## config.mk

```make
export PLATFORM = sky130hd
export DESIGN_NAME = bist_test_sequencer
export DESIGN_NICKNAME = d
export VERILOG_FILES = /design/src/rtl/bist_pkg.sv /design/src/rtl/misr_compactor.sv /design/src/rtl/bist_test_sequencer.sv
export SDC_FILE = /design/constraint.sdc
export NUM_CORES = 1
export LEC_CHECK = 0
export ABC_AREA = 1
export BUFFER_PORTS_ARGS = -buffer_cell sky130_fd_sc_hd__buf_2
export CAP_MARGIN = 20
export CORE_ASPECT_RATIO = 0.6
export CORE_MARGIN = 1.5
export CORE_UTILIZATION = 53
export CTS_CLUSTER_SIZE = 8
export DETAILED_ROUTE_END_ITERATION = 10
export HOLD_SLACK_MARGIN = 0.05
export PLACE_DENSITY = 0.81
export RECOVER_POWER = 100
export SYNTH_ARGS = -nofsm -noshare
export SYNTH_HDL_FRONTEND = slang
export SYNTH_HIERARCHICAL = 1
export SYNTH_SLANG_ARGS = --single-unit
```

## constraint.sdc

```tcl
create_clock -name clk -period 1.99 [get_ports clk]
set_input_delay 0.2985 -clock clk [delete_from_list [all_inputs] [get_ports clk]]
set_output_delay 0.2985 -clock clk [all_outputs]
set_load 0.01 [all_outputs]
```

## src/rtl/bist_pkg.sv

```systemverilog
// rtl/bist_pkg.sv - shared state encoding and MISR step function for the BIST sequencer
package bist_pkg;

    typedef enum logic [2:0] {
        IDLE,
        CUT_RST,
        FETCH,
        APPLY,
        CAPTURE,
        DONE
    } state_t;

    localparam logic [13:0] MISR_POLY_DEFAULT = 14'h2C01;

    // One MISR step on the low `width` bits: shift left, fold the msb back through poly, xor in d.
    function automatic logic [31:0] misr_step(input logic [31:0] m, input logic [31:0] d,
                                              input logic [31:0] poly, input int width);
        logic [31:0] mask;
        logic [31:0] r;
        mask = (width >= 32) ? 32'hFFFF_FFFF : ((32'd1 << width) - 32'd1);
        r = {m[30:0], 1'b0};
        if (((m >> (width - 1)) & 32'd1) != 32'd0) begin
            r = r ^ poly;
        end
        return (r ^ d) & mask;
    endfunction

endpackage

```

## src/rtl/misr_compactor.sv

```systemverilog
// rtl/misr_compactor.sv - multiple-input signature register with seed load
module misr_compactor
    import bist_pkg::*;
#(
    parameter int               WIDTH = 14,
    parameter logic [WIDTH-1:0] POLY  = WIDTH'(MISR_POLY_DEFAULT),
    parameter logic [WIDTH-1:0] SEED  = '0
) (
    input  logic             clk,
    input  logic             reset,
    input  logic             load,
    input  logic             en,
    input  logic [WIDTH-1:0] d,
    output logic [WIDTH-1:0] q
);

    always_ff @(posedge clk or negedge reset) begin
        if (!reset) begin
            q <= SEED;
        end else if (load) begin
            q <= SEED;
        end else if (en) begin
            q <= WIDTH'(misr_step(32'(q), 32'(d), 32'(POLY), WIDTH));
        end
    end

endmodule

```

## src/rtl/bist_test_sequencer.sv

```systemverilog
// rtl/bist_test_sequencer.sv - applies a ROM test set to a CUT and compacts its responses
module bist_test_sequencer
    import bist_pkg::*;
#(
    parameter int                IN_W       = 15,
    parameter int                OUT_W      = 14,
    parameter int                TEST_COUNT = 148,
    parameter int                ADDR_W     = 8,
    parameter int                RST_CYCLES = 2,
    parameter logic [OUT_W-1:0]  MISR_POLY  = OUT_W'(MISR_POLY_DEFAULT),
    parameter logic [OUT_W-1:0]  MISR_SEED  = '0,
    parameter logic [OUT_W-1:0]  GOLDEN_SIG = '0
) (
    input  logic              clk,
    input  logic              reset,
    input  logic              start,
    input  logic              abort,
    output logic              vec_rd,
    output logic [ADDR_W-1:0] vec_addr,
    input  logic [IN_W-1:0]   vec_data,
    output logic [IN_W-1:0]   cut_in,
    output logic              cut_clk_en,
    output logic              cut_reset,
    input  logic [OUT_W-1:0]  cut_out,
    output logic              busy,
    output logic              done,
    output logic              pass,
    output logic [OUT_W-1:0]  signature,
    output logic [ADDR_W-1:0] vec_count
);

    state_t            state;
    state_t            state_next;
    logic [ADDR_W-1:0] rst_cnt;
    logic              start_ok;
    logic              last_vec;
    logic              rst_last;
    logic              misr_en;

    assign start_ok = start && !abort && (state == IDLE || state == DONE);
    assign last_vec = (vec_count == ADDR_W'(TEST_COUNT - 1));
    assign rst_last = (rst_cnt == ADDR_W'(RST_CYCLES - 1));
    assign misr_en  = (state == CAPTURE) && !abort;

    // CUT controls decode straight from state so an async reset drops them at once.
    assign vec_rd     = (state == FETCH);
    assign cut_reset  = (state == CUT_RST);
    assign cut_clk_en = (state == CUT_RST) || (state == CAPTURE);
    assign busy       = (state == CUT_RST) || (state == FETCH) ||
                        (state == APPLY) || (state == CAPTURE);
    assign done       = (state == DONE);

    always_ff @(posedge clk or negedge reset) begin
        if (!reset) begin
            state <= IDLE;
        end else begin
            state <= state_next;
        end
    end

    always_comb begin
        state_next = state;
        if (abort) begin
            state_next = IDLE;
        end else begin
            unique case (state)
                IDLE, DONE: if (start) state_next = CUT_RST;
                CUT_RST:    if (rst_last) state_next = FETCH;
                FETCH:      state_next = APPLY;
                APPLY:      state_next = CAPTURE;
                CAPTURE:    state_next = last_vec ? DONE : FETCH;
                default:    state_next = IDLE;
            endcase
        end
    end

    always_ff @(posedge clk or negedge reset) begin
        if (!reset) begin
            cut_in    <= '0;
            vec_addr  <= '0;
            vec_count <= '0;
            rst_cnt   <= '0;
            pass      <= 1'b0;
        end else if (abort || start_ok) begin
            cut_in    <= '0;
            vec_addr  <= '0;
            vec_count <= '0;
            rst_cnt   <= '0;
            pass      <= 1'b0;
        end else begin
            case (state)
                CUT_RST: rst_cnt <= rst_cnt + 1'b1;
                APPLY:   cut_in  <= vec_data;
                CAPTURE: begin
                    vec_count <= vec_count + 1'b1;
                    // vec_addr is staged here so it is already valid for the next FETCH.
                    if (last_vec) begin
                        pass <= (misr_step(32'(signature), 32'(cut_out), 32'(MISR_POLY), OUT_W)
                                 == 32'(GOLDEN_SIG));
                    end else begin
                        vec_addr <= vec_count + 1'b1;
                    end
                end
                default: ;
            endcase
        end
    end

    misr_compactor #(
        .WIDTH (OUT_W),
        .POLY  (MISR_POLY),
        .SEED  (MISR_SEED)
    ) u_misr (
        .clk   (clk),
        .reset (reset),
        .load  (start_ok),
        .en    (misr_en),
        .d     (cut_out),
        .q     (signature)
    );

endmodule

```

==> flow_summary.json <==
{
  "yosys_warnings": 6,
  "multiInputGateArea_sq_um": 1433,
  "cts_buffers": 9,
  "path_class": "reg2reg",
  "drt-initial-drc-count": 234,
  "die_w_microns": 102.6,
  "swShare_pct": 37.15,
  "dp_hpwl_microns": 5744,
  "synth_top_area_cell": "dfrtp_1",
  "clk_path_buf_depth": 2,
  "syn-cell-area_sq_um": 3157,
  "cts_root_buffer": "clkbuf_8",
  "drive_above_1_share_pct": 14.92,
  "drv_cap": 0,
  "status": "finished, final reports clean",
  "cp_cell_sequence": "inv_2, nand3_1, o21ai_2, nand2_1, nand2_2, inv_2, nand2_2, nand3_1, nand2_1",
  "period_minus_slack_ns": 1.853,
  "cts.clk_slew.worst_paths_ns": 0.06,
  "drc": 0,
  "setup_viol": 0,
  "syn-instance-count": 421,
  "synthDistinctLibCells": 27,
  "preCtsSetupSlack_ns": 0.08487,
  "nNetsFinal": 548,
  "chipHeight_microns": 62.78,
  "synth-seq-cells": 57,
  "grt_pass1_vias": 2882,
  "portBuffers": 83,
  "fillers": 505,
  "slew_headroom_pct": 15.65,
  "clock_latency_ns": 0.33,
  "grt.total_usage_pct": 26.63,
  "cts_tree": "yes",
  "area_growth_pct": 19.94,
  "start_util_pct": 55.88,
  "clkSinkCount": 57,
  "cp_slowest_cell": "dfrtp_1",
  "gr-total-overflow": 0,
  "r2r_start": "state[0]$_DFFE_PN0P_",
  "routedWlPerCell_microns": 13.13,
  "critPathLaunchType": "register",
  "grt_pass1_wl_microns": 13280,
  "dr.pass1.iters": 5,
  "r2r-end": "cut_in[11]$_DFFE_PN0P_",
  "fmax_mhz": 539.5,
  "synth_xor_area_share_pct": 3.884,
  "synth_top_family_by_area": "simple AND/OR/NAND/NOR gates",
  "vias_per_cell": 5.210,
  "vias": 3105,
  "p_leak_nw": 1.930,
  "clockPowerShare_pct": 27.2,
  "fp.dieArea_sq_um": 6443,
  "cp_max_fo": 20,
  "ant_nets": 0,
  "pwr-share-seq_pct": 41.3,
  "power.density_nw_per_um2": 963.7,
  "crit_path_max_incr_delay_ns": 0.47,
  "gp_congestion": 0.8761,
  "critPathCaptureType": "register",
  "yosys.area_share.simple_pct": 32.10,
  "post_synth_fa_ha_maj_area_fraction_pct": 1.189,
  "reg2reg_slack_ns": 0.14,
  "worst_slack_ns": 0.1366,
  "synth-compound-area-share_pct": 8.046,
  "coreArea_sq_um": 5649,
  "hp-class": "in2reg",
  "grt_max_degree": 36,
  "final_hold_viol_count": 0,
  "antenna_found_initial": 0,
  "startpoint": "state[0]$_DFFE_PN0P_",
  "whs_ns": 0.1923,
  "rsz0062_at_grt": "yes",
  "yosysSeqAreaShare_pct": 45.18,
  "synthArstFlopShare_pct": 100.0,
  "fin_crit_sh_pct": 93.14,
  "internal_power_mw": 2.293,
  "n_antenna_cell": 0,
  "synth-main-ff-cell": "dfrtp_1",
  "cpLargestDelayFamily": "simple AND/OR/NAND/NOR gates",
  "power_frac_comb_pct": 31.5,
  "rows": 21,
  "slew_viol_final": 0,
  "synth.area.mux_share_pct": 0,
  "p_switching_mw": 1.355,
  "totalWireLength_microns": 7823,
  "syn_nets": 457,
  "peakVddDrop_mv": 0.4452,
  "worst_slew_pin_slew_ns": 1.265,
  "synth_edf_count": 0,
  "hold_path_depth": 3,
  "min_from": "vec_data[12]",
  "seqCellArea_sq_um": 1426,
  "cts-htree-levels": 3,
  "syn_avg_cell_area_sq_um": 7.498,
  "worst-path-buf-inv": 2,
  "ff2ff_path_depth": 9,
  "worstPathArrival_ns": 2.07,
  "required_ns": 2.20,
  "ioPinCount": 84,
  "synth_area_leaders": "dfrtp_1 (45%), nand2_1 (14%), nand3_1 (9.8%)",
  "clock_skew_ns": 0.008675,
  "min_to": "cut_in[12]$_DFFE_PN0P_",
  "synth_top_area_share_pct": 45.18
}
==> worst min-delay path: cells and delay by family <==
kind	cells	cell delay (ns)
buf+inv	1	0.08
simple gates	2	0.12
==> registers in the layout, summed over array words and instances, names as in the netlist <==
register   cells
vec_count      8
rst_cnt        8
vec_addr       8
pass           1
cut_in        15
state          3
u_misr/q      14
==> layout make-up <==
type	instances	area share, %
Multi-Input combinational cell	291	37.84
Tap cell	80	2.644
Inverter	62	6.147
Sequential cell	57	37.67
Clock inverter	4	1.190
Clock buffer	11	3.470
Timing Repair Buffer	91	11.04
==> synth_stat cells (7+ instances only) <==
cell type and count:
nand2_1 116, nand3_1 62, inv_1 58, dfrtp_1 57, nor2_1 28, o21ai_0 15
xnor2_1 12, o21ai_2 9, nor3_1 8, a21oi_1 7, nand4_1 7
==> placed cells by master (no fill, tap or decap), drive strengths merged <==
cell type    Yosys  routed
nand2          119     119
clkbuf           3      60
dfrtp           57      57
nand4            7       7
nand3b           3       3
nand3           62      62
dlygate4sd3      0       1
bufinv           0       1
nor3b            1       1
xor2             2       2
nor2            30      30
inv             62      62
o21ai           29      29
o22ai            4       4
clkinv           0       3
or2              2       2
a21oi            7       7
ha               3       3
buf              8      41
o31ai            2       2
xnor2           12      12
nor3             8       8
==> through the flow <==
stage               util (%)  total power, mW  setup TNS, ns  cell area, sq um  std cells
global placement       64.78            2.645              0              3660        579
global route           67.02            3.902       -0.05018              3786        596
CTS                    68.08            3.681              0              3846        595
detailed placement     64.78            2.683              0              3660        579
finish                 67.02            3.649              0              3786        596
floorplan                  -            2.279              0              3157        421
==> worst max path at each step <==
| stage | endpoint | slack, ns | depth (start not counted) |
|---|---|---|---|
| global placement | u_misr/q[6]$_DFFE_PN0P_ | 0.22 | 9 |
| global route | cut_in[11]$_DFFE_PN0P_ | -0.02 | 9 |
| CTS | u_misr/q[6]$_DFFE_PN0P_ | 0.06 | 9 |
| finish | cut_in[11]$_DFFE_PN0P_ | 0.14 | 9 |
| floorplan | u_misr/q[12]$_DFFE_PN0P_ | 0.42 | 10 |
| detailed placement | u_misr/q[9]$_DFFE_PN0P_ | 0.08 | 7 |
==> what timing repair did <==
item                                    CTS  global route
hold buffers                              1             0
endpoints found under the hold margin    22             0
gates resized for setup                   0             3
endpoints found under the setup margin    0            15
setup buffers                             0             1
==> cells by family after synthesis <==
kind of cell	Yosys count
xor gates and xnor gates	14
buffers and inverters	73
AOI/OAI and AO/OA	42
adders and majority gates	3
and+or+nand+nor	232
DFF	57
==> per-layer routing <==
metal	vias up	share of wire [%]	GRT usage (%)
met1	1437	47	38.02
met3	14	7.6	7.383
met4	0	1.1	7.705
met2	119	44	39.65
li1	1535	-	-
met5	-	0	0
==> power groups by stage <==
stage | Sequential (mW) | Combinational (mW) | Clock [mW]
final | 1.51 | 1.15 | 0.993
after global routing | 1.53 | 1.31 | 1.06
after CTS | 1.50 | 1.18 | 1.01
after detailed placement | 1.51 | 1.17 | 0
after global placement | 1.51 | 1.14 | 0
after floorplan | 1.54 | 0.736 | 0
Note: power is estimated with default switching activity, not from simulation.
